### config.mk
export PLATFORM = sky130hd
export DESIGN_NAME = wrr_client_ingress_flat
export DESIGN_NICKNAME = d
export VERILOG_FILES = /design/src/rtl/wrr_client_ingress_if.sv /design/src/rtl/wrr_client_ingress.sv /design/src/flat_wrapper.sv
export SDC_FILE = /design/constraint.sdc
export NUM_CORES = 1
export LEC_CHECK = 0
export BUFFER_PORTS_ARGS = -buffer_cell sky130_fd_sc_hd__clkbuf_2
export CAP_MARGIN = 40
export CORE_MARGIN = 3
export CORE_UTILIZATION = 45
export CTS_BUF_LIST = sky130_fd_sc_hd__clkbuf_2 sky130_fd_sc_hd__clkbuf_4 sky130_fd_sc_hd__clkbuf_8
export CTS_CLUSTER_DIAMETER = 50
export DETAILED_ROUTE_END_ITERATION = 8
export PLACE_DENSITY = 0.67
export SLEW_MARGIN = 15
export SYNTH_ARGS = -nofsm -noshare
export SYNTH_HDL_FRONTEND = slang
export SYNTH_SLANG_ARGS = --single-unit
### constraint.sdc
create_clock -name clk -period 5.3 [get_ports clk]
set_input_delay 0.53 -clock clk [delete_from_list [all_inputs] [get_ports clk]]
set_output_delay 0.53 -clock clk [all_outputs]
set_load 0.01 [all_outputs]
### src/rtl/wrr_client_ingress_if.sv
// Purpose: per-client ingress beat bus (valid/ready/data/last) feeding the
//          weighted round-robin client ingress buffer.
// Signals:
//   valid[k] - client k presents a beat
//   ready[k] - client k FIFO can accept a beat
//   data     - packed payload, client k at [k*DATA_WIDTH +: DATA_WIDTH]
//   last[k]  - beat is the last of its packet
// Modports: master = beat source, slave = ingress buffer.
interface wrr_client_ingress_if #(
  parameter int unsigned NUM_CLIENTS = 4,
  parameter int unsigned DATA_WIDTH  = 32
);
  logic [NUM_CLIENTS-1:0]            valid;
  logic [NUM_CLIENTS-1:0]            ready;
  logic [NUM_CLIENTS*DATA_WIDTH-1:0] data;
  logic [NUM_CLIENTS-1:0]            last;

  modport master (output valid, output data, output last, input ready);
  modport slave  (input valid, input data, input last, output ready);
endinterface

### src/rtl/wrr_client_ingress.sv
// Purpose: per-client ingress FIFOs upstream of the WRR lock arbiter. Derives
//          request/lock vectors from FIFO occupancy and head-beat framing, pops
//          the granted client's head beat and emits it on a registered stream.
// Ports:
//   clk, rst      - clock, synchronous active-high reset
//   i_in          - ingress beat bus (slave side), ready driven from counts
//   o_req, o_lock - to arbiter request / lock inputs
//   i_gnt         - arbiter grant, one-hot or zero (lowest set bit served)
//   o_valid, o_data, o_last, o_client - registered output beat
//   o_stale_gnt   - pulse: grant arrived for an empty FIFO
module wrr_client_ingress #(
  parameter int unsigned NUM_CLIENTS = 4,
  parameter int unsigned DATA_WIDTH  = 32,
  parameter int unsigned FIFO_DEPTH  = 4,
  localparam int unsigned CLIENT_W   = (NUM_CLIENTS > 1) ? $clog2(NUM_CLIENTS) : 1
) (
  input  logic                   clk,
  input  logic                   rst,
  wrr_client_ingress_if.slave    i_in,
  output logic [NUM_CLIENTS-1:0] o_req,
  output logic [NUM_CLIENTS-1:0] o_lock,
  input  logic [NUM_CLIENTS-1:0] i_gnt,
  output logic                   o_valid,
  output logic [DATA_WIDTH-1:0]  o_data,
  output logic                   o_last,
  output logic [CLIENT_W-1:0]    o_client,
  output logic                   o_stale_gnt
);

  localparam int unsigned PTR_W = $clog2(FIFO_DEPTH);
  localparam int unsigned CNT_W = PTR_W + 1;
  localparam int unsigned ENT_W = DATA_WIDTH + 1;

  // Entry layout: {last, data}
  logic [ENT_W-1:0] r_mem  [NUM_CLIENTS][FIFO_DEPTH];
  logic [PTR_W-1:0] r_wptr [NUM_CLIENTS];
  logic [PTR_W-1:0] r_rptr [NUM_CLIENTS];
  logic [CNT_W-1:0] r_cnt  [NUM_CLIENTS];

  logic [NUM_CLIENTS-1:0] w_ready;
  logic [NUM_CLIENTS-1:0] w_push;
  logic [NUM_CLIENTS-1:0] w_pop;
  logic [ENT_W-1:0]       w_head [NUM_CLIENTS];
  logic                   w_gnt_any;
  logic [CLIENT_W-1:0]    w_gnt_idx;
  logic                   w_gnt_hit;
  logic [ENT_W-1:0]       w_gnt_head;

  assign i_in.ready = w_ready;

  // Per-client status from registered counts only (no pop bypass into ready)
  always_comb begin
    for (int k = 0; k < NUM_CLIENTS; k++) begin
      w_ready[k] = (r_cnt[k] < CNT_W'(FIFO_DEPTH));
      w_push[k]  = i_in.valid[k] && w_ready[k];
      w_head[k]  = r_mem[k][r_rptr[k]];
      o_req[k]   = (r_cnt[k] != '0);
      o_lock[k]  = (r_cnt[k] != '0) && !w_head[k][ENT_W-1];
    end
  end

  // Grant decode: lowest set bit wins, extra bits are ignored
  always_comb begin
    w_gnt_any = |i_gnt;
    w_gnt_idx = '0;
    for (int k = NUM_CLIENTS - 1; k >= 0; k--) begin
      if (i_gnt[k]) w_gnt_idx = CLIENT_W'(k);
    end
    w_gnt_head = w_head[w_gnt_idx];
    w_gnt_hit  = w_gnt_any && o_req[w_gnt_idx];
    w_pop      = '0;
    if (w_gnt_hit) w_pop[w_gnt_idx] = 1'b1;
  end

  // FIFO storage, no reset needed: occupancy gates every read
  always_ff @(posedge clk) begin
    for (int k = 0; k < NUM_CLIENTS; k++) begin
      if (w_push[k]) begin
        r_mem[k][r_wptr[k]] <= {i_in.last[k], i_in.data[k*DATA_WIDTH +: DATA_WIDTH]};
      end
    end
  end

  // Pointers and counts; pointers wrap naturally since depth is a power of two
  always_ff @(posedge clk) begin
    if (rst) begin
      for (int k = 0; k < NUM_CLIENTS; k++) begin
        r_wptr[k] <= '0;
        r_rptr[k] <= '0;
        r_cnt[k]  <= '0;
      end
    end else begin
      for (int k = 0; k < NUM_CLIENTS; k++) begin
        if (w_push[k]) r_wptr[k] <= r_wptr[k] + PTR_W'(1);
        if (w_pop[k])  r_rptr[k] <= r_rptr[k] + PTR_W'(1);
        case ({w_push[k], w_pop[k]})
          2'b10:   r_cnt[k] <= r_cnt[k] + CNT_W'(1);
          2'b01:   r_cnt[k] <= r_cnt[k] - CNT_W'(1);
          default: r_cnt[k] <= r_cnt[k];
        endcase
      end
    end
  end

  // Registered output stream; payload fields hold between beats
  always_ff @(posedge clk) begin
    if (rst) begin
      o_valid     <= 1'b0;
      o_data      <= '0;
      o_last      <= 1'b0;
      o_client    <= '0;
      o_stale_gnt <= 1'b0;
    end else begin
      o_valid     <= w_gnt_hit;
      o_stale_gnt <= w_gnt_any && !w_gnt_hit;
      if (w_gnt_hit) begin
        o_data   <= w_gnt_head[DATA_WIDTH-1:0];
        o_last   <= w_gnt_head[ENT_W-1];
        o_client <= w_gnt_idx;
      end
    end
  end

endmodule

### src/flat_wrapper.sv
// flat-port wrapper written by rule: the top's interface ports become plain ports
module wrr_client_ingress_flat 
#(
  parameter int unsigned NUM_CLIENTS = 4,
  parameter int unsigned DATA_WIDTH  = 32,
  parameter int unsigned FIFO_DEPTH  = 4,
  localparam int unsigned CLIENT_W   = (NUM_CLIENTS > 1) ? $clog2(NUM_CLIENTS) : 1
)
  (clk, rst, o_req, o_lock, i_gnt, o_valid, o_data, o_last, o_client, o_stale_gnt, i_in_valid, i_in_data, i_in_last, i_in_ready);
  wrr_client_ingress_if #(.NUM_CLIENTS(NUM_CLIENTS), .DATA_WIDTH(DATA_WIDTH)) i_in_i ();
  input  logic clk;
  input  logic rst;
  output logic [NUM_CLIENTS-1:0] o_req;
  output logic [NUM_CLIENTS-1:0] o_lock;
  input  logic [NUM_CLIENTS-1:0] i_gnt;
  output logic o_valid;
  output logic [DATA_WIDTH-1:0] o_data;
  output logic o_last;
  output logic [CLIENT_W-1:0] o_client;
  output logic o_stale_gnt;
  input wire logic [$bits(i_in_i.valid)-1:0] i_in_valid;
  input wire logic [$bits(i_in_i.data)-1:0] i_in_data;
  input wire logic [$bits(i_in_i.last)-1:0] i_in_last;
  output wire logic [$bits(i_in_i.ready)-1:0] i_in_ready;
  assign i_in_i.valid = i_in_valid;
  assign i_in_i.data = i_in_data;
  assign i_in_i.last = i_in_last;
  assign i_in_ready = i_in_i.ready;
  wrr_client_ingress #(.NUM_CLIENTS(NUM_CLIENTS), .DATA_WIDTH(DATA_WIDTH), .FIFO_DEPTH(FIFO_DEPTH)) u_core (.clk(clk), .rst(rst), .i_in(i_in_i), .o_req(o_req), .o_lock(o_lock), .i_gnt(i_gnt), .o_valid(o_valid), .o_data(o_data), .o_last(o_last), .o_client(o_client), .o_stale_gnt(o_stale_gnt));
endmodule
==> impl_results.rst, run 1 <==
.. list-table::
   :header-rows: 1

   * - Metric
     - Value
   * - Distinct cells, synth
     - 40
   * - CTS Root Buffer Type
     - sky130_fd_sc_hd__clkbuf_8
   * - Number of buffers created by CTS
     - 92
   * - Violation count after the first detailed-route iteration
     - roughly 1,000
   * - Count of final setup violators
     - 0
   * - Max-cap violation count
     - 0
   * - Number of global-route vias before repair
     - about 12,000
   * - Per-cell routed wire length
     - between 20 and 30 µm
   * - Layout cell share with drive strength beyond 1
     - 0.371
   * - Setup Skew
     - around 0.047 ns
   * - Total global-route track usage
     - 0.201
   * - Number of top-level design ports
     - 191
   * - Destination of the worst hold path
     - u_core.r_mem[3][64]
   * - Initial antenna violation count
     - 17
   * - Setup TNS
     - 0 ns
   * - Crit path DAT
     - approximately 2.9 ns
   * - H-Tree Level Count
     - 3
   * - Total congestion overflow after global routing
     - 0
   * - Worst hold-check path type
     - primary input to flip-flop
   * - Half-perimeter wire length after detailed placement
     - about 36,000 µm
   * - Pre-antenna DRT Iters
     - 5
   * - Post-synthesis net count
     - around 1,300
   * - Startpoint type of the worst setup path
     - flip-flop
   * - Worst-path fanout max
     - 15
   * - Category of the critical setup timing path
     - flip-flop to primary output
   * - WHS Path Cells
     - 1
   * - TritonCTS clock tree
     - done
   * - Die Y-Extent
     - roughly 230 µm
   * - Die Outline Area
     - approximately 54,000 µm²
   * - Port Buffers
     - 190
   * - Final wirelength
     - around 54,000 µm
   * - Sequential cell area fraction in the yosys report
     - 0.752
   * - Largest voltage drop on the vdd net
     - 0.211 mV
   * - Yosys warning total
     - 0
   * - Clock period minus worst slack
     - ~3.4 ns
   * - CTS Sinks
     - 593
   * - Area of the mapped netlist
     - around 23,000 µm²
   * - Worst flop-to-flop path startpoint
     - u_core.r_cnt[3][0]
   * - RSZ-0062 raised after global routing
     - false
   * - Power density cells
     - ~410 nW/µm²
   * - DIE WIDTH
     - 233 µm
   * - Mux share of post-synthesis cell area
     - 0.129
   * - Simple-gate area share of the yosys netlist
     - 0.0311
   * - Path depth of the worst reg2reg path
     - 14
   * - Net count of the finished layout
     - between 1,500 and 2,000
   * - Share of the clock period used by the worst path after layout
     - 0.651
   * - # Post-CTS Setup Buffers
     - 0
   * - Initial standard-cell utilization of the core
     - 0.459
   * - Synthesized area divided by synthesized cell count
     - ~20 µm²
   * - Worst min-delay path startpoint
     - i_in_data[127]
   * - Clock Tree Buf Depth
     - 3
   * - Clock-pin slew on the worst setup and hold paths
     - about 0.060 ns
   * - Post-route DRC
     - 0
   * - Worst R2R End
     - u_core.r_cnt[2][2]
   * - Finished Core Util
     - 0.535
   * - Antenna Nets Post-Route
     - 0
   * - Number of max-slew violations in the final report
     - 0
   * - Detailed-route vias per instance
     - roughly 5.6
   * - Final weighted congestion in routability-driven placement
     - 0.759
   * - Post-synthesis share of cell area spent on full adders, half adders and majority gates
     - 0.0172
   * - Result of the run
     - finished clean
   * - Layout-stage area growth over the synthesis result
     - 16.5%
   * - Slack of the worst reg-to-reg path
     - 2.41 ns
   * - Endpoints failing hold
     - 0
   * - Mapped Cells
     - between 1,000 and 1,500
   * - Lkg Pwr
     - between 9 and 10 nW
   * - First-pass GRT wire length
     - a little under 80,000 µm
   * - Slew margin rel.
     - 0.441
   * - Pin slew with the least headroom to its limit
     - between 0.8 and 0.9 ns
   * - Critical path data required time
     - around 4.8 ns
   * - Largest net degree at the start of global routing
     - 67
   * - Flops & latches, synth
     - between 500 and 600
   * - Total vias in the final route
     - approximately 12,000
   * - Xor-xnor portion of the synthesized cell area
     - 0.00264
   * - Core Area
     - just over 50,000 µm²
   * - Achievable Freq
     - approximately 290 MHz
   * - Cts hold-fix bufs
     - 0
   * - Share of the synthesized area in compound gates (AO/OA/AOI/OAI)
     - 0.0437
   * - Type of destination of the critical path
     - primary output
   * - Worst skew pair latency
     - ~0.68 ns
   * - Dominant combinational cell family by area after synthesis
     - multiplexers
   * - CTS resizes
     - 0
   * - Row Count
     - just over 80
## where the power goes
part	leakage, nW	switching [mW]	total, mW	internal, mW
clock network	1.09	1.74	4.08	2.34
logic	2.77	0.854	1.42	0.563
registers	5.42	0.138	5.62	5.48
total	9.27	2.73	11.1	8.38
## how the worst max path moves through the flow
stage / start / cells past startpoint / endpoint
5_1_grt: u_core.r_rptr[0][2] / 4 / o_lock[1]
4_1_cts: u_core.r_rptr[0][2] / 4 / o_lock[1]
3_3_place_gp: i_gnt[2] / 11 / u_core.r_cnt[0][2]
2_1_floorplan: i_gnt[1] / 14 / u_core.r_cnt[1][2]
6_report: u_core.r_rptr[0][2] / 4 / o_lock[1]
3_5_place_dp: i_gnt[2] / 11 / u_core.r_cnt[0][2]
## synth_stat cells (all sizes together)
cell type / number / area (µm²)
edfxtp: 556 / 16700
mux4: 132 / 2970
inv: 70 / 263
nor2: 52 / 195
dfxtp: 37 / 741
a221oi: 36 / 390
a22oi: 34 / 269
buf: 33 / 184
a22o: 32 / 280
clkbuf: 32 / 120
ha: 27 / 338
nor3: 24 / 120
and2: 16 / 100
nand2: 9 / 33.8
or2: 9 / 56.3
nor4: 6 / 37.5
a21oi: 5 / 25.0
nor3b: 5 / 42.5
nand2b: 4 / 25.0
nor2b: 4 / 25.0
o21bai: 4 / 30.0
xor2: 4 / 35.0
fa: 3 / 60.1
nor4b: 3 / 41.3
xnor2: 3 / 26.3
nand3: 2 / 10.0
o21ai: 2 / 10.0
a2bb2oi: 1 / 8.76
and3: 1 / 6.26
mux2: 1 / 11.3
nand4: 1 / 21.3
or3: 1 / 6.26
## flip-flops by register name, indices dropped and copies added (netlist names)
signal	flops
u_core.r_rptr	8
u_core.r_cnt	12
u_core.o_client	2
u_core.r_mem	528
u_core.r_wptr	8
u_core.o_last	1
u_core.o_stale_gnt	1
u_core.o_valid	1
u_core.o_data	32
## layer usage
| layer | global-route usage | part of all wire |
|---|---|---|
| met5 | 0 | 0.0037 |
| met1 | 0.273 | 0.41 |
| met4 | 0.0585 | 0.017 |
| met3 | 0.0660 | 0.088 |
| met2 | 0.313 | 0.48 |
## critical path, stage by stage (launching register included)
cell and delay [ns]:
sky130_fd_sc_hd__edfxtp_1 0.82, sky130_fd_sc_hd__buf_4 0.44, sky130_fd_sc_hd__mux4_2 0.62, sky130_fd_sc_hd__nor2_1 0.19, sky130_fd_sc_hd__clkbuf_2 0.17
## stage by stage
| stage | hold WS (ns) | area, µm² | worst slack [ns] | power [mW] | instances |
|---|---|---|---|---|---|
| 6_report | 0.0612 | 27000 | 1.85 | 11.1 | 2156 |
| 3_5_place_dp | 0.466 | 24900 | 1.92 | 7.15 | 1978 |
| 2_1_floorplan | 0.476 | 23200 | 2.38 | 6.55 | 1149 |
| 3_3_place_gp | 0.449 | 24900 | 1.98 | 7.11 | 1978 |
| 5_1_grt | 0.0391 | 27000 | 1.68 | 11.6 | 2153 |
| 4_1_cts | 0.0113 | 27000 | 1.72 | 11.2 | 2150 |
## logic make-up (layout without fill, tap and decap cells)
| family | count (synthesis) | after routing |
|---|---|---|
| and+or+nand+nor | 137 | 137 |
| xor gates and xnor gates | 7 | 7 |
| buffers and inverters | 135 | 466 |
| other | 0 | 4 |
| DFF | 593 | 593 |
| adders and majority gates | 30 | 30 |
| AOI/OAI and AO/OA | 114 | 114 |
| muxes | 133 | 133 |
## layout by cell type, fill, tap and decap left out, types with 24 or more instances in the layout
master / Yosys / routed
sky130_fd_sc_hd__a221oi_1: 24 / 24
sky130_fd_sc_hd__a22o_1: 32 / 32
sky130_fd_sc_hd__a22oi_1: 33 / 33
sky130_fd_sc_hd__buf_4: 8 / 32
sky130_fd_sc_hd__clkbuf_2: 0 / 189
sky130_fd_sc_hd__clkbuf_4: 0 / 41
sky130_fd_sc_hd__clkbuf_8: 0 / 111
sky130_fd_sc_hd__dfxtp_1: 37 / 37
sky130_fd_sc_hd__edfxtp_1: 556 / 556
sky130_fd_sc_hd__ha_1: 27 / 27
sky130_fd_sc_hd__inv_1: 70 / 70
sky130_fd_sc_hd__mux4_2: 132 / 132
sky130_fd_sc_hd__nor2_1: 52 / 52
sky130_fd_sc_hd__nor3_1: 24 / 24
## area by class of cell
cell class | count | area [µm²]
Inverter | 70 | 263
Tap cell | 672 | 841
Antenna cell | 4 | 10.0
Clock buffer | 152 | 1840
Clock inverter | 20 | 200
Multi-Input combinational cell | 421 | 5190
Timing Repair Buffer | 224 | 1220
Sequential cell | 593 | 17400
Fill cell | 3981 | 23500
No activity file was read; power rests on OpenSTA's default activity.
==> run 2, diff against run 1 <==
ABC_AREA = 1   (was unset)
clock period = 3.22 ns   (was 5.3 ns; I/O delays follow)
==> run 2 against run 1 <==
Compared with the run above: clock power rose by 60%; final cell count rose by 73%; area after synthesis rose by 10%; via count rose by 52%; core utilization rose by 1.7 points; setup slack got worse by 1.6 ns; power rose by 68%; hold slack improved by 0.039 ns; combinational power rose by 100%; clock-buffer cell count fell by 19; final area rose by 14%; routed wire length rose by 20%; critical endpoint is now u_core.r_cnt[2][2]; largest power group unchanged.
==> impl_results.rst, run 2 <==
.. list-table::
   :header-rows: 1

   * - Metric
     - Value
   * - Slew margin rel.
     - 0.477 (was 0.441)
   * - Most frequent cell after synthesis
     - sky130_fd_sc_hd__nand2_1 (was sky130_fd_sc_hd__edfxtp_1)
   * - Violation count after the first detailed-route iteration
     - 1,445 (was 1,042)
   * - Clock period minus worst slack
     - around 3 ns
   * - Crit-path slowest cell
     - sky130_fd_sc_hd__nor3_1 (was sky130_fd_sc_hd__edfxtp_1)
   * - DIE WIDTH
     - 244 µm (was 233 µm)
   * - CTS Sinks
     - 593 (unchanged)
   * - Post-synthesis net count
     - 2,709 (was 1,321)
   * - Largest register FFs
     - 528 (unchanged)
   * - Pin slew with the least headroom to its limit
     - 0.784 ns (was 0.839 ns)
   * - First-pass GRT wire length
     - 98,900 µm (was 78,900 µm)
   * - Grt met1 use
     - 0.283 (was 0.273)
   * - Crit-path cells
     - nor3_1 > nand2_1 > o21ai_0 > nand2_1 > nand3_1 > inv_1 > ha_1 > inv_1 > a31oi_1 > inv_1 > o21ai_0 (was buf_4 > mux4_2 > nor2_1 > clkbuf_2)
   * - Share of the clock period used by the worst path after layout
     - 0.925
   * - Number of global-route vias before repair
     - 17,500 (was 12,200)
   * - Flops & latches, synth
     - 593 (unchanged)
   * - Pre-antenna DRT Iters
     - 5 (unchanged)
   * - Mapped Cells
     - 2,537 (was 1,149)
   * - Top cell by count, worst path
     - sky130_fd_sc_hd__inv_1
   * - Top cells by area, synth
     - sky130_fd_sc_hd__edfxtp_1 65%, sky130_fd_sc_hd__nand2_1 13%, sky130_fd_sc_hd__nor2_1 5.0% (was sky130_fd_sc_hd__edfxtp_1 72%, sky130_fd_sc_hd__mux4_2 13%, sky130_fd_sc_hd__dfxtp_1 3.2%)
   * - Detailed-route vias per instance
     - 4.89 (was 5.56)
   * - Fraction of registers with async set or reset after synthesis
     - 0 (unchanged)
   * - Layout cell share with drive strength beyond 1
     - 0.142 (was 0.371)
   * - Number of buffers and inverters on the critical path
     - 3 (was 2)
   * - Setup Skew
     - 0.0242 ns (was 0.0475 ns)
   * - Area of the mapped netlist
     - 25,500 µm² (was 23,200 µm²)
   * - Post-synthesis share of cell area spent on full adders, half adders and majority gates
     - 0.0156 (was 0.0172)
   * - Type of destination of the critical path
     - flip-flop (was primary output)
   * - Distinct cells, synth
     - 32 (was 40)
   * - Xor-xnor portion of the synthesized cell area
     - 0.00240 (was 0.00264)
   * - CTS Root Buffer Type
     - sky130_fd_sc_hd__clkbuf_8 (unchanged)
   * - Clock-pin slew on the worst setup and hold paths
     - 0.06 ns (about the same)
   * - Worst hold-check path type
     - primary input to flip-flop (unchanged)
   * - Result of the run
     - finished clean (unchanged)
   * - Layout-stage area growth over the synthesis result
     - 20.3% (was 16.5%)
   * - Worst-path fanout max
     - 5 (was 15)
   * - Clock Tree Buf Depth
     - 3 (unchanged)
   * - Total vias in the final route
     - 18,200 (was 12,000)
   * - Category of the critical setup timing path
     - flip-flop to flip-flop (was flip-flop to primary output)
   * - Per-cell routed wire length
     - 17.4 µm (was 25.1 µm)
   * - Simple-gate area share of the yosys netlist
     - 0.211 (was 0.0311)
   * - Category of cells accounting for the largest share of critical-path delay
     - simple AND/OR/NAND/NOR gates (was flip-flops)
   * - Port Buffers
     - 190 (unchanged)
   * - Stage delay of the slowest cell on the critical path
     - 0.53 ns (was 0.82 ns)
   * - Most Crowded Layer GR
     - met2 (unchanged)
   * - Antenna Nets Post-Route
     - 0 (unchanged)
   * - Largest net degree at the start of global routing
     - 82 (was 67)
   * - Post-synth EDFFs
     - 556 (unchanged)
   * - Setup TNS
     - 0 ns (unchanged)
   * - Mux share of post-synthesis cell area
     - 0 (was 0.129)
   * - Biggest area consumer among synthesized cells
     - sky130_fd_sc_hd__edfxtp_1 (unchanged)
   * - Lkg Pwr
     - 13.2 nW (was 9.27 nW)
   * - Most used flip-flop cell after synthesis
     - sky130_fd_sc_hd__edfxtp_1 (unchanged)
   * - Startpoint type of the worst setup path
     - flip-flop (unchanged)
   * - Worst skew pair latency
     - 0.68 ns (about the same)
   * - Total global-route track usage
     - 0.218 (was 0.201)
   * - Most common library cell in the layout ignoring fill and taps
     - sky130_fd_sc_hd__nand2_1 (was sky130_fd_sc_hd__edfxtp_1)
   * - Final wirelength
     - 65,000 µm (was 54,100 µm)
   * - Core Area
     - 55,600 µm² (was 50,500 µm²)
   * - TritonCTS clock tree
     - done (unchanged)
   * - Top cell types by occurrence after synthesis
     - 859 x sky130_fd_sc_hd__nand2_1, 556 x sky130_fd_sc_hd__edfxtp_1, 342 x sky130_fd_sc_hd__nor2_1 (was 556 x sky130_fd_sc_hd__edfxtp_1, 132 x sky130_fd_sc_hd__mux4_2, 70 x sky130_fd_sc_hd__inv_1)
   * - Post-route DRC
     - 0 (unchanged)
   * - Routing usage on met2
     - 0.358 (was 0.313)
   * - Critical path data required time
     - 3.55 ns (was 4.77 ns)
   * - Share of the synthesized area in compound gates (AO/OA/AOI/OAI)
     - 0.0190 (was 0.0437)
   * - Max-cap violation count
     - 0 (unchanged)
   * - Initial antenna violation count
     - 8 (was 17)
   * - Count of final setup violators
     - 0 (unchanged)
   * - Endpoints failing hold
     - 0 (unchanged)
   * - Placed Area
     - 27,400 µm² (was 24,900 µm²)
   * - Half-perimeter wire length after detailed placement
     - 42,100 µm (was 35,600 µm)
   * - Final weighted congestion in routability-driven placement
     - 0.850 (was 0.759)
   * - Die Y-Extent
     - 244 µm (was 233 µm)
   * - Yosys warning total
     - 0 (unchanged)
   * - Met3 layer usage reported by global route
     - 0.0433 (was 0.0660)
   * - Total congestion overflow after global routing
     - 0 (unchanged)
   * - Number of max-slew violations in the final report
     - 0 (unchanged)
   * - Most frequent cells in the layout
     - 859 x sky130_fd_sc_hd__nand2_1, 556 x sky130_fd_sc_hd__edfxtp_1, 334 x sky130_fd_sc_hd__inv_1 (was 556 x sky130_fd_sc_hd__edfxtp_1, 189 x sky130_fd_sc_hd__clkbuf_2, 132 x sky130_fd_sc_hd__mux4_2)
   * - Final non-filler cell area
     - 30,700 µm² (was 27,000 µm²)
   * - Sequential cell area fraction in the yosys report
     - 0.683 (was 0.752)
   * - Crit path DAT
     - 3.31 ns (was 2.92 ns)
   * - Net count of the finished layout
     - 3,061 (was 1,574)
   * - Number of buffers created by CTS
     - 96 (was 92)
   * - Power density cells
     - 606 nW/µm² (was 412 nW/µm²)
   * - CTS resizes
     - 0 (unchanged)
   * - Row Count
     - 86 (was 82)
   * - Number of top-level design ports
     - 191 (unchanged)
   * - Synthesized area divided by synthesized cell count
     - 10.1 µm² (was 20.2 µm²)
   * - RSZ-0062 raised after global routing
     - false (unchanged)
   * - Top-area cell type share of the netlist area
     - 0.654 (was 0.720)
   * - Dominant combinational cell family by area after synthesis
     - simple AND/OR/NAND/NOR gates (was multiplexers)
   * - Largest voltage drop on the vdd net
     - 0.325 mV (was 0.211 mV)
   * - Die Outline Area
     - 59,700 µm² (was 54,300 µm²)
   * - Achievable Freq
     - 336 MHz
   * - Initial standard-cell utilization of the core
     - 0.459 (about the same)
   * - H-Tree Level Count
     - 3 (unchanged)
==> run 2: cell types whose count changed in the layout (fill, tap and decap cells not counted), moves of 102 or more <==
cell                            change
sky130_fd_sc_hd__mux4_2           -132
sky130_fd_sc_hd__inv_1            +264
sky130_fd_sc_hd__nand2_1          +850
sky130_fd_sc_hd__nand3_1          +102
sky130_fd_sc_hd__nor2_1           +274
sky130_fd_sc_hd__dlygate4sd3_1    +134
==> run 2: power breakdown <==
| group | leakage (nW) | internal [mW] | switching, mW | total (mW) |
|---|---|---|---|---|
| clock | 1.03 | 3.59 | 2.92 | 6.51 |
| sequential | 5.42 | 9.00 | 0.252 | 9.25 |
| combinational | 6.71 | 0.916 | 1.95 | 2.86 |
| total | 13.2 | 13.5 | 5.12 | 18.6 |
==> run 2: metrics by stage <==
step | power, mW | utilization | hold WS, ns | worst slack, ns | std cells
4_1_cts | 18.8 | 0.551 | 0.0388 | 0.279 | 3716
6_report | 18.6 | 0.552 | 0.100 | 0.243 | 3725
2_1_floorplan | 11.0 | - | 0.421 | 0.529 | 2537
5_1_grt | 19.5 | 0.552 | 0.118 | 0.0188 | 3721
3_3_place_gp | 12.0 | 0.491 | 0.464 | 0.521 | 3402
3_5_place_dp | 12.1 | 0.492 | 0.479 | 0.296 | 3404
==> run 2: timing repair <==
item / in CTS / in global routing
hold buffers: 134 / 0
setup endpoints to repair: 0 / 0
endpoints found under the hold margin: 529 / 0
setup buffers: 0 / 0
==> run 2: area by class of cell <==
type,instances,area [µm²]
antenna,8,20.0
clock inverter,45,293
clock buffer,133,1660
fill,4722,24900
multi-input combinational,1490,6390
tap,748,936
inverter,342,1280
timing repair buffer,366,2700
sequential,593,17400
==> run 2: metal layers <==
metal	part of all wire	vias up
li1	-	8821
met1	0.41	8617
met2	0.48	640
met3	0.075	125
met4	0.035	2
met5	0.00020	-
==> run 2: cells by family after synthesis <==
| family | count (synthesis) |
|---|---|
| buffers and inverters | 454 |
| AO/OA/AOI/OAI | 94 |
| AND/OR/NAND/NOR | 1359 |
| adder cells (fa/ha/maj) | 30 |
| XOR/XNOR | 7 |
| flip-flops | 593 |
==> run 2: worst reg2reg max path: cells and delay by family, from the launching register on <==
family	cells	cell delay, ns
AO/OA/AOI/OAI	3	0.70
adder cells (fa/ha/maj)	1	0.29
buffers and inverters	3	0.21
flip-flops	1	0.40
AND/OR/NAND/NOR	4	1.03
==> run 2: worst paths after layout <==
check             slack, ns               start  cells past startpoint                  to
setup / recovery       0.24  u_core.r_cnt[0][1]                     11  u_core.r_cnt[2][2]
hold / removal          0.1            i_gnt[1]                      6  u_core.o_client[1]
setup reg to reg       0.24  u_core.r_cnt[0][1]                     11  u_core.r_cnt[2][2]
hold reg to reg        0.49  u_core.o_client[1]                      2  u_core.o_client[1]
==> run 3, diff against run 2 <==
ABC_AREA = unset   (was 1)
clock period = 3.3 ns   (was 3.22 ns; I/O delays follow)
==> run 3 against run 2 <==
Compared with the run above: clock skew increased by 0.015 ns; highest routed layer unchanged; global-route usage shrank 1.0 points; register-to-register slack gained 0.23 ns; final cell count fell by 38%; core utilization up 0.97 points; power down 3.9%; die area fell by 9.0%.
==> impl_results.rst, run 3 (synthesis results as in run 1) <==
.. list-table::
   :header-rows: 1

   * - Metric
     - Value
   * - Result of the run
     - finished clean (unchanged)
   * - Row Count
     - 82 (was 86)
   * - Clock period minus worst slack
     - just under 3 ns
   * - Layout cell share with drive strength beyond 1
     - 0.337 (was 0.142)
   * - Path depth of the worst reg2reg path
     - 13 (was 11)
   * - Max-cap violation count
     - 0 (unchanged)
   * - Critical path data required time
     - 2.97 ns (was 3.55 ns)
   * - CTS resizes
     - 0 (unchanged)
   * - Layout-stage area growth over the synthesis result
     - 22.4% (was 20.3%)
   * - Die Outline Area
     - 54,300 µm² (was 59,700 µm²)
   * - Most frequent cells in the layout
     - 556 x sky130_fd_sc_hd__edfxtp_1, 189 x sky130_fd_sc_hd__clkbuf_2, 132 x sky130_fd_sc_hd__mux4_2, 132 x sky130_fd_sc_hd__dlygate4sd3_1, 110 x sky130_fd_sc_hd__clkbuf_8 (was 859 x sky130_fd_sc_hd__nand2_1, 556 x sky130_fd_sc_hd__edfxtp_1, 334 x sky130_fd_sc_hd__inv_1)
   * - Lkg Pwr
     - 9.82 nW (was 13.2 nW)
   * - Initial standard-cell utilization of the core
     - 0.459 (about the same)
   * - Number of buffers and inverters on the critical path
     - 2 (was 3)
   * - Die Y-Extent
     - 233 µm (was 244 µm)
   * - Most common library cell in the layout ignoring fill and taps
     - sky130_fd_sc_hd__edfxtp_1 (was sky130_fd_sc_hd__nand2_1)
   * - WHS Path Cells
     - 3 (was 6)
   * - Destination of the worst hold path
     - u_core.r_wptr[3][0] (was u_core.o_client[1])
   * - Share of the clock period used by the worst path after layout
     - 0.884
   * - Violation count after the first detailed-route iteration
     - 1,001 (was 1,445)
   * - Number of global-route vias before repair
     - 13,000 (was 17,500)
   * - Worst-path fanout max
     - 23 (was 5)
   * - Total global-route track usage
     - 0.208 (was 0.218)
   * - Power density cells
     - 631 nW/µm² (was 606 nW/µm²)
   * - Worst skew pair latency
     - 0.68 ns (about the same)
   * - Largest register FFs
     - 528 (unchanged)
   * - Total vias in the final route
     - 12,500 (was 18,200)
   * - Core Area
     - 50,500 µm² (was 55,600 µm²)
   * - Pin slew with the least headroom to its limit
     - 0.631 ns (was 0.784 ns)
   * - Pre-antenna DRT Iters
     - 5 (unchanged)
   * - Worst min-delay path startpoint
     - i_in_valid[3] (was i_gnt[1])
   * - Setup TNS
     - 0 ns (unchanged)
   * - H-Tree Level Count
     - 3 (unchanged)
   * - Port Buffers
     - 190 (unchanged)
   * - Number of top-level design ports
     - 191 (unchanged)
   * - Worst setup timing slack at the placement stage
     - 0.480 ns (was 0.296 ns)
   * - Startpoint type of the worst setup path
     - flip-flop (unchanged)
   * - Number of buffers created by CTS
     - 97 (was 96)
   * - Worst flop-to-flop path startpoint
     - u_core.r_cnt[3][0] (was u_core.r_cnt[0][1])
   * - Category of the critical setup timing path
     - flip-flop to primary output (was flip-flop to flip-flop)
   * - Clock-pin slew on the worst setup and hold paths
     - 0.06 ns (about the same)
   * - RSZ-0062 raised after global routing
     - false (unchanged)
   * - Net count of the finished layout
     - 1,715 (was 3,061)
   * - Final wirelength
     - 55,500 µm (was 65,000 µm)
   * - Largest net degree at the start of global routing
     - 67 (was 82)
   * - Type of destination of the critical path
     - primary output (was flip-flop)
   * - Antenna Nets Post-Route
     - 0 (unchanged)
   * - Worst hold-check path type
     - primary input to flip-flop (unchanged)
   * - Category of cells accounting for the largest share of critical-path delay
     - flip-flops (was simple AND/OR/NAND/NOR gates)
   * - Post-layout power
     - 17.9 mW (was 18.6 mW)
   * - Crit path DAT
     - 2.59 ns (was 3.31 ns)
   * - Detailed-route vias per instance
     - 5.44 (was 4.89)
   * - Crit-path cells
     - buf_12 > mux4_2 > nor2_1 > clkbuf_2 (was nor3_1 > nand2_1 > o21ai_0 > nand2_1 > nand3_1 > inv_1 > ha_1 > inv_1 > a31oi_1 > inv_1 > o21ai_0)
   * - Post-route DRC
     - 0 (unchanged)
   * - CTS Sinks
     - 593 (unchanged)
   * - Slew margin rel.
     - 0.576 (was 0.477)
   * - Final weighted congestion in routability-driven placement
     - 0.785 (was 0.850)
   * - Slack of the worst reg-to-reg path
     - 0.47 ns (was 0.24 ns)
   * - TritonCTS clock tree
     - done (unchanged)
   * - # Post-CTS Setup Buffers
     - 0 (unchanged)
   * - Clock Tree Buf Depth
     - 3 (unchanged)
   * - Total congestion overflow after global routing
     - 0 (unchanged)
   * - Total area of sequential cells
     - 17,400 µm² (unchanged)
   * - Initial antenna violation count
     - 9 (was 8)
   * - First-pass GRT wire length
     - 82,200 µm (was 98,900 µm)
   * - Worst-case setup margin in the final layout
     - 0.382 ns (was 0.243 ns)
   * - Multi-input gate area
     - 5190 µm² (was 6390 µm²)
   * - DIE WIDTH
     - 233 µm (was 244 µm)
   * - Largest voltage drop on the vdd net
     - 0.361 mV (was 0.325 mV)
   * - Number of max-slew violations in the final report
     - 0 (unchanged)
   * - Crit-path slowest cell
     - sky130_fd_sc_hd__edfxtp_1 (was sky130_fd_sc_hd__nor3_1)
   * - Per-cell routed wire length
     - 24.1 µm (was 17.4 µm)
   * - Half-perimeter wire length after detailed placement
     - 35,000 µm (was 42,100 µm)
   * - Cts hold-fix bufs
     - 132 (was 134)
   * - Setup Skew
     - 0.0394 ns (was 0.0242 ns)
   * - Stage delay of the slowest cell on the critical path
     - 0.68 ns (was 0.53 ns)
   * - Number of fill cells
     - 3,891 (was 4,722)
   * - Count of final setup violators
     - 0 (unchanged)
   * - Endpoints failing hold
     - 0 (unchanged)
   * - Worst R2R End
     - u_core.r_cnt[0][2] (was u_core.r_cnt[2][2])
   * - CTS Root Buffer Type
     - sky130_fd_sc_hd__clkbuf_8 (unchanged)
   * - Achievable Freq
     - 343 MHz
[run 3: cell count changes in the layout (fill, tap and decap cells not counted), moves of 12 or more]
cell                       previous run  this run
sky130_fd_sc_hd__nor2_1             326        52
sky130_fd_sc_hd__nor3_1               8        24
sky130_fd_sc_hd__nand3_1            104         2
sky130_fd_sc_hd__inv_1              334        70
sky130_fd_sc_hd__a221oi_2             0        12
sky130_fd_sc_hd__nor2_2              17         0
sky130_fd_sc_hd__and2_1               0        16
sky130_fd_sc_hd__nand2_1            859         9
sky130_fd_sc_hd__a221oi_1             0        24
sky130_fd_sc_hd__a22oi_1              0        33
sky130_fd_sc_hd__nand4_1             31         0
sky130_fd_sc_hd__o21ai_0             78         1
sky130_fd_sc_hd__mux4_2               0       132
sky130_fd_sc_hd__a22o_1               0        32
[run 3: worst register-to-register path: stages (launching register included)]
cell,delay [ns]
sky130_fd_sc_hd__edfxtp_1,0.37
sky130_fd_sc_hd__inv_1,0.07
sky130_fd_sc_hd__ha_1,0.19
sky130_fd_sc_hd__nor2b_1,0.17
sky130_fd_sc_hd__a22oi_4,0.22
sky130_fd_sc_hd__nand4_4,0.16
sky130_fd_sc_hd__nor2b_1,0.23
sky130_fd_sc_hd__ha_1,0.27
sky130_fd_sc_hd__nand2b_1,0.10
sky130_fd_sc_hd__fa_1,0.38
sky130_fd_sc_hd__xor2_1,0.18
sky130_fd_sc_hd__nor3_1,0.07
sky130_fd_sc_hd__a21oi_1,0.12
sky130_fd_sc_hd__nor2_1,0.05
[run 3: cell type report]
cell class | count | share of cell area
Antenna cell | 5 | 0.000441
Multi-Input combinational cell | 421 | 0.183
Clock inverter | 42 | 0.00909
Sequential cell | 593 | 0.615
Tap cell | 672 | 0.0296
Clock buffer | 141 | 0.0616
Timing Repair Buffer | 360 | 0.0922
Inverter | 70 | 0.00926
[run 3: metrics by stage]
stage	hold WS, ns	std cells	utilization	cell area, µm²
floorplan	0.429	1149	-	23200
global placement	0.456	1983	0.495	25000
detailed placement	0.459	1983	0.495	25000
CTS	0.0633	2298	0.561	28300
global route	0.124	2303	0.562	28400
finish	0.135	2304	0.562	28400
[run 3: worst max path at each step]
stage / start / to / slack [ns] / cells after the start
after floorplan: u_core.r_cnt[3][0] / u_core.r_cnt[1][2] / 0.56 / 14
after global placement: u_core.r_cnt[3][0] / u_core.r_cnt[0][2] / 0.54 / 13
after detailed placement: u_core.r_cnt[3][0] / u_core.r_cnt[0][2] / 0.48 / 13
after CTS: u_core.r_rptr[0][6] / o_lock[3] / 0.28 / 4
after global routing: u_core.r_rptr[0][6] / o_lock[3] / 0.20 / 4
final: u_core.r_rptr[0][6] / o_lock[3] / 0.38 / 4
[run 3: power breakdown]
| group | switching (mW) | internal [mW] | total, mW | leakage, nW |
|---|---|---|---|---|
| clock network | 2.91 | 3.51 | 6.42 | 1.05 |
| registers | 0.209 | 8.80 | 9.01 | 5.42 |
| logic | 1.43 | 1.04 | 2.47 | 3.36 |
[run 3: layer usage]
metal / track usage / vias up / share of wire
met5: 0 / - / 0.0011
met4: 0.0781 / 10 / 0.030
met3: 0.0469 / 112 / 0.072
met2: 0.324 / 496 / 0.48
met1: 0.288 / 6413 / 0.42
li1: - / 5498 / -
